[src/rtl/cmult_arbiter.sv]
`default_nettype none
// cmult_arbiter: burst-granular two-requester arbiter for one shared pipelined complex multiplier.
// Optional macro CMULT_ARB_FIXED_PRIO_EN: requester 0 always wins ties (no rr_ptr). Rev 1.0
module cmult_arbiter #(
  parameter int DATA_W   = 16,
  parameter int MULT_LAT = 1,
  parameter int TIMEOUT  = 15
) (
  input  logic                clk,
  input  logic                rst,
  input  logic                req0_valid,
  input  logic                req0_last,
  input  logic [DATA_W-1:0]   req0_tw_r,
  input  logic [DATA_W-1:0]   req0_tw_c,
  input  logic [DATA_W-1:0]   req0_d_r,
  input  logic [DATA_W-1:0]   req0_d_c,
  output logic                req0_ready,
  input  logic                req1_valid,
  input  logic                req1_last,
  input  logic [DATA_W-1:0]   req1_tw_r,
  input  logic [DATA_W-1:0]   req1_tw_c,
  input  logic [DATA_W-1:0]   req1_d_r,
  input  logic [DATA_W-1:0]   req1_d_c,
  output logic                req1_ready,
  output logic [DATA_W-1:0]   m_ra,
  output logic [DATA_W-1:0]   m_ca,
  output logic [DATA_W-1:0]   m_rb,
  output logic [DATA_W-1:0]   m_cb,
  input  logic [2*DATA_W:0]   m_r,
  input  logic [2*DATA_W:0]   m_c,
  output logic                res0_valid,
  output logic                res1_valid,
  output logic [2*DATA_W:0]   res_r,
  output logic [2*DATA_W:0]   res_c,
  output logic                busy,
  output logic                err_timeout
);

  localparam int LAT = 1 + MULT_LAT;

  typedef enum logic [1:0] {IDLE = 2'd0, OWN0 = 2'd1, OWN1 = 2'd2} state_t;

  state_t          state;
  logic [7:0]      tmo_cnt;
  logic [LAT-1:0]  tag_vld;
  logic [LAT-1:0]  tag_id;
  logic            acc0, acc1, acc, acc_last, tmo_hit, pick1;

  assign req0_ready = (state == OWN0);
  assign req1_ready = (state == OWN1);
  assign acc0       = req0_ready & req0_valid;
  assign acc1       = req1_ready & req1_valid;
  assign acc        = acc0 | acc1;
  assign acc_last   = (acc0 & req0_last) | (acc1 & req1_last);
  assign tmo_hit    = (state != IDLE) & ~acc & (tmo_cnt == 8'(TIMEOUT - 1));

`ifdef CMULT_ARB_FIXED_PRIO_EN
  assign pick1 = req1_valid & ~req0_valid;
`else
  logic rr_ptr;
  assign pick1 = req1_valid & (~req0_valid | rr_ptr);

  // Pointer moves to the other requester whenever a grant ends, by last beat or timeout.
  always_ff @(posedge clk or posedge rst) begin
    if (rst)
      rr_ptr <= 1'b0;
    else if ((acc & acc_last) | tmo_hit)
      rr_ptr <= (state == OWN0);
  end
`endif

  always_ff @(posedge clk or posedge rst) begin
    if (rst) begin
      state       <= IDLE;
      tmo_cnt     <= 8'd0;
      err_timeout <= 1'b0;
    end else begin
      case (state)
        IDLE: begin
          tmo_cnt <= 8'd0;
          if (req0_valid | req1_valid)
            state <= pick1 ? OWN1 : OWN0;
        end
        OWN0, OWN1: begin
          if (acc) begin
            tmo_cnt <= 8'd0;
            if (acc_last)
              state <= IDLE;
          end else if (tmo_hit) begin
            tmo_cnt     <= 8'd0;
            state       <= IDLE;
            err_timeout <= 1'b1;
          end else begin
            tmo_cnt <= tmo_cnt + 8'd1;
          end
        end
        default: state <= IDLE;
      endcase
    end
  end

  always_ff @(posedge clk or posedge rst) begin
    if (rst) begin
      m_ra <= '0;
      m_ca <= '0;
      m_rb <= '0;
      m_cb <= '0;
    end else if (acc) begin
      m_ra <= acc1 ? req1_tw_r : req0_tw_r;
      m_ca <= acc1 ? req1_tw_c : req0_tw_c;
      m_rb <= acc1 ? req1_d_r  : req0_d_r;
      m_cb <= acc1 ? req1_d_c  : req0_d_c;
    end
  end

  // Tag stage LAT-1 lines up with the product emerging from the external multiplier.
  always_ff @(posedge clk or posedge rst) begin
    if (rst) begin
      tag_vld <= '0;
      tag_id  <= '0;
    end else begin
      tag_vld[0] <= acc;
      tag_id[0]  <= acc1;
      for (int i = 1; i < LAT; i++) begin
        tag_vld[i] <= tag_vld[i-1];
        tag_id[i]  <= tag_id[i-1];
      end
    end
  end

  assign res0_valid = tag_vld[LAT-1] & ~tag_id[LAT-1];
  assign res1_valid = tag_vld[LAT-1] &  tag_id[LAT-1];
  assign res_r      = m_r;
  assign res_c      = m_c;
  assign busy       = (state != IDLE) | (|tag_vld);

endmodule
`default_nettype wire

[config.mk]
export PLATFORM = sky130hd
export DESIGN_NAME = cmult_arbiter
export DESIGN_NICKNAME = d
export VERILOG_FILES = /design/src/rtl/cmult_arbiter.sv
export SDC_FILE = /design/constraint.sdc
export NUM_CORES = 1
export LEC_CHECK = 0
export ABC_AREA = 1
export BUFFER_PORTS_ARGS = -buffer_cell sky130_fd_sc_hd__clkbuf_2
export CORE_AREA = 2 2 130 132
export CTS_CLUSTER_DIAMETER = 120
export DETAILED_ROUTE_END_ITERATION = 8
export DIE_AREA = 0 0 132 134
export GPL_TIMING_DRIVEN = 0
export MAX_ROUTING_LAYER = met4
export SLEW_MARGIN = 20
export SYNTH_ARGS = -nofsm -noshare
export SYNTH_HDL_FRONTEND = slang
export SYNTH_SLANG_ARGS = --single-unit
[constraint.sdc]
create_clock -name clk -period 4.9 [get_ports clk]
set_clock_uncertainty 0.05 [all_clocks]
set_input_delay 0.98 -clock clk [delete_from_list [all_inputs] [get_ports clk]]
set_output_delay 0.98 -clock clk [all_outputs]
set_load 0.02 [all_outputs]
==> After elaboration in Yosys (flattened, before gate mapping) <==
Cells that the tools add are included.
{ "word_totals": {"regBits": 80, "in_bits": 200, "output_inout_bits": 136, "wordCells": 56} }
{ "classes": {"addsub": 1, "n_eq_ne": 6, "mux": 13, "bitwise_logic": 19, "reduce_logical": 7} }
{ "ops": {"columns": ["cell", "count"], "rows": [
  ["$mux W16", 4],
  ["$mux W8", 2],
  ["$pmux W8 S2", 1],
  ["$and A1 B1 Y1", 10],
  ["$mux W2", 5],
  ["$add A8 B1 Y8 const B", 1],
  ["$eq A8 B4 Y1 const B", 1],
  ["$ne A3 B3 Y1 const B", 2],
  ["$or A1 B1 Y1", 6],
  ["$reduce_and A3 Y1", 2],
  ["$pmux W2 S2", 1],
  ["$reduce_bool A2 Y1", 2],
  ["$reduce_or A2 Y1", 2],
  ["$not A1 Y1", 3],
  ["$eq A2 B1 Y1 const B", 1],
  ["$eq A2 B2 Y1 const B", 1],
  ["$logic_not A2 Y1", 1],
  ["$ne A2 B2 Y1 const B", 1]
]} }

==> Logic depth before layout (Yosys ltp) <==
{ "logic_depth": {"depth_word": 9, "mapped_depth": 10, "ltp_nobuf": 10} }

==> Worst setup path after synthesis <==
Ideal clock, no wire load.
{ "synth_timing": {"path_kind": "input -> output", "start": "input port m_c[0]", "end": "output port res_c[0]", "arrival_time_ns": 1.114, "required_time_ns": 3.870, "slack_ns": 2.756, "cell_stages": 1, "path_buffers": 1, "cell_sequence": "buf_4"} }
{ "synth_lines": {"columns": ["element", "line", "rtl"], "rows": [
  ["start, declared", "30", "input logic [2*DATA_W:0] m_c,"],
  ["end, declared", "34", "output logic [2*DATA_W:0] res_c,"]
]} }
No word-level cell between the ends.

==> Worst setup path in the final report <==
{ "layout_timing": {"start": "register state[1]", "end": "output port req0_ready"} }
{ "layout_via": {"elab_chain_cells": 1} }
{ "layout_rtl": {"columns": ["element", "line", "rtl"], "rows": [
  ["start, declared", "43", "state_t state;"],
  ["start signal, assigned", "82", "state <= pick1 ? OWN1 : OWN0;"],
  ["$eq A2 B1 Y1", "49", "assign req0_ready = (state == OWN0);"],
  ["end, declared", "17", "output logic req0_ready,"]
]} }
No other way between the ends.

==> summary.txt <==
Routed len/inst - 13.6 um
All-layer global routing usage - 0.157
Clock share of power - 0.189
Max rail drop VDD - 0.000197 V
GRT met3 Usage - 0.0242
Clock Latency Late Sink - 340 ps
Post-synthesis sequential area ratio - 0.446
Crit Path Max Fanout - 4
Hold_ws - 299 ps
Switch Pwr - 1.54 mW
Hold Buf Count CTS - 0
DR iter-0 viols - 128
Post-CTS setup buffers - 0
Mapped Nets - 731
Status - finished, final reports clean
CTS Buf Count - 9
Arrival time at the worst endpoint - 1320 ps
ANT nets after route - 0
Max_slew headroom - 0.663
Sequential Area - 2000 um^2
Sequential fraction of design power - 0.323
CP endpoint kind - output pin
Vias in the first global route - 4207
Via count - 4405
Switching Fraction - 0.439
Met1 Track Usage GR - 0.198
Max Fclk - 425 MHz
Initial antenna violation count - 0
Die Ht - 134 um
Synth Register Bits - 80
Port Buffers - 269
Largest net degree at the start of global routing - 46
Area grow syn2layout - 43.3%
DRC - 0
Leading area contributor after synthesis - dfrtp_1
First-pass detailed-route iteration total - 4
Clk root buf - clkbuf_16
Starting Density - 0.276
Max Root-Sink Buffers - 2
Final Critical Period - 2350 ps
Fin Setup TNS - 0 ps
First-pass GRT wire length - 21300 um
Vias/cell - 4.27
Critical path class - register to output pin
Post-Syn Instances - 525
CTS sink count - 80
Clk slew on worst S/H paths - 60 ps
Boundary Pins - 336
Yosys warns - 0
Number of fill cells - 1740
Gr busiest metal - met2
Fin. max-slew vios - 0
Area contributors post-synth - dfrtp_1 45%, buf_4 12%, a21oi_2 9.7%, nand2_1 7.6%, o21ai_0 7.5%
Die Wd - 132 um
Startpoint Class - register
Fraction of the cycle the final worst path needs - 0.480
PwrDens - 545 nW/um^2
Final Hold Viols - 0
RSZ-0062 raised after global routing - false
Synthesized area per cell - 8.56 um^2
Met2 GRT Util - 0.254
Placer Congestion - 0.787
Layout cell share with drive strength beyond 1 - 0.533
Multi-input combinational cell area - 1740 um^2
Die area - 17700 um^2
Final setup violation count - 0
Netlist cell types - 24
Post-Syn Area - 4490 um^2
Internal power - 1.97 mW
Detail Placement HPWL - 11000 um
Worst min path class - register to register
Total core area - 16300 um^2
H-tree levels - 3
Worst Path Required - 3870 ps
Grt total ovfl - 0
Top cell type's share of synthesized area - 0.446
Nets@finish - 1012
CTS tree - done
Site row count - 47
Post-CTS sizing - 0
Leakage power - 3.28 nW
Final WL - 14000 um
Diodes inserted - 0
Combinational Power Share - 0.488
Max-cap violations - 0
Worst slew pin tran - 506 ps
-- metrics by stage --
stage	instance area (um^2)	utilization	setup slack [ps]	power (mW)	instances
CTS	6440	0.395	2530	3.57	1031
finish	6440	0.395	2550	3.51	1031
floorplan	4490	-	1820	2.29	525
global placement	6110	0.375	614	2.87	1014
global route	6440	0.395	2460	3.76	1031
detailed placement	6140	0.377	2620	2.89	1015
-- routing by layer --
| layer | vias up | share of wire |
|---|---|---|
| met5 | - | 0 |
| met4 | 0 | 0.016 |
| met3 | 13 | 0.054 |
| met2 | 182 | 0.49 |
| met1 | 2005 | 0.44 |
| li1 | 2205 | - |
-- critical path, cell delays in order, from the launching register on --
cell and delay, ps:
dfrtp_1 410, inv_1 90, ha_1 270, clkbuf_2 210
-- cells in the mapped netlist --
master	n
xor2_1	3
o21bai_1	2
o21ai_0	67
nand2_4	2
nand3_2	1
nand4_1	5
a21oi_1	14
a21oi_2	50
nand2_2	1
dfrtp_1	80
clkbuf_2	5
buf_4	72
inv_1	16
buf_6	7
nand2_1	91
ha_1	6
nand3_1	8
a21oi_4	1
nor2_1	80
nor3_1	1
buf_2	3
inv_2	3
clkbuf_1	6
o21ai_1	1
-- state kept, by name (all words and copies together) (netlist names) --
| register | count |
|---|---|
| m_ca | 16 |
| m_ra | 16 |
| err_timeout | 1 |
| rr_ptr | 1 |
| tag_vld | 2 |
| m_rb | 16 |
| tag_id | 2 |
| tmo_cnt | 8 |
| state | 2 |
| m_cb | 16 |
-- cells by family (layout without fill, tap and decap cells) --
group / after synthesis / after routing / synth area share
adder cells (fa/ha/maj): 6 / 6 / 0.0167
buffers and inverters: 112 / 398 / 0.168
AND/OR/NAND/NOR: 189 / 189 / 0.168
XOR/XNOR: 3 / 3 / 0.00585
AO/OA/AOI/OAI: 135 / 135 / 0.196
flip-flops: 80 / 80 / 0.446
-- cells in the final DEF, fill, tap and decap left out, drive strengths merged --
cell type	netlist	layout
clkbuf	11	292
nand2	94	94
buf	82	83
nor2	80	80
dfrtp	80	80
o21ai	68	68
a21oi	65	65
inv	19	19
nand3	9	9
ha	6	6
nand4	5	5
xor2	3	3
clkinvlp	0	3
o21bai	2	2
nor3	1	1
clkinv	0	1
-- final cells by class --
type,instances,area share
timing repair buffer,270,0.213
sequential,80,0.311
tap,220,0.0428
inverter,19,0.0115
buffer,93,0.106
clock inverter,4,0.00428
multi-input combinational,333,0.270
clock buffer,12,0.0414
-- worst paths after layout --
check                      cells after the start         end       from  slack (ps)
max                                            3  req0_ready   state[1]        2550
min                                            0   tag_id[1]  tag_id[0]         300
max reg2reg                                    6    m_cb[12]   state[1]        3070
min reg2reg                                    0   tag_id[1]  tag_id[0]         300
max in group asynchronous                      3     m_rb[0]        rst        3570
min in group asynchronous                      2    m_ca[14]        rst         620
-- power by group through the flow --
stage	Clock [mW]	Combinational (mW)	Sequential [mW]
floorplan	0	0.835	1.45
global route	0.712	1.88	1.17
finish	0.663	1.71	1.13
detailed placement	0	1.74	1.15
global placement	0	1.73	1.13
CTS	0.687	1.74	1.14
Power figures use the tool's default switching activity.
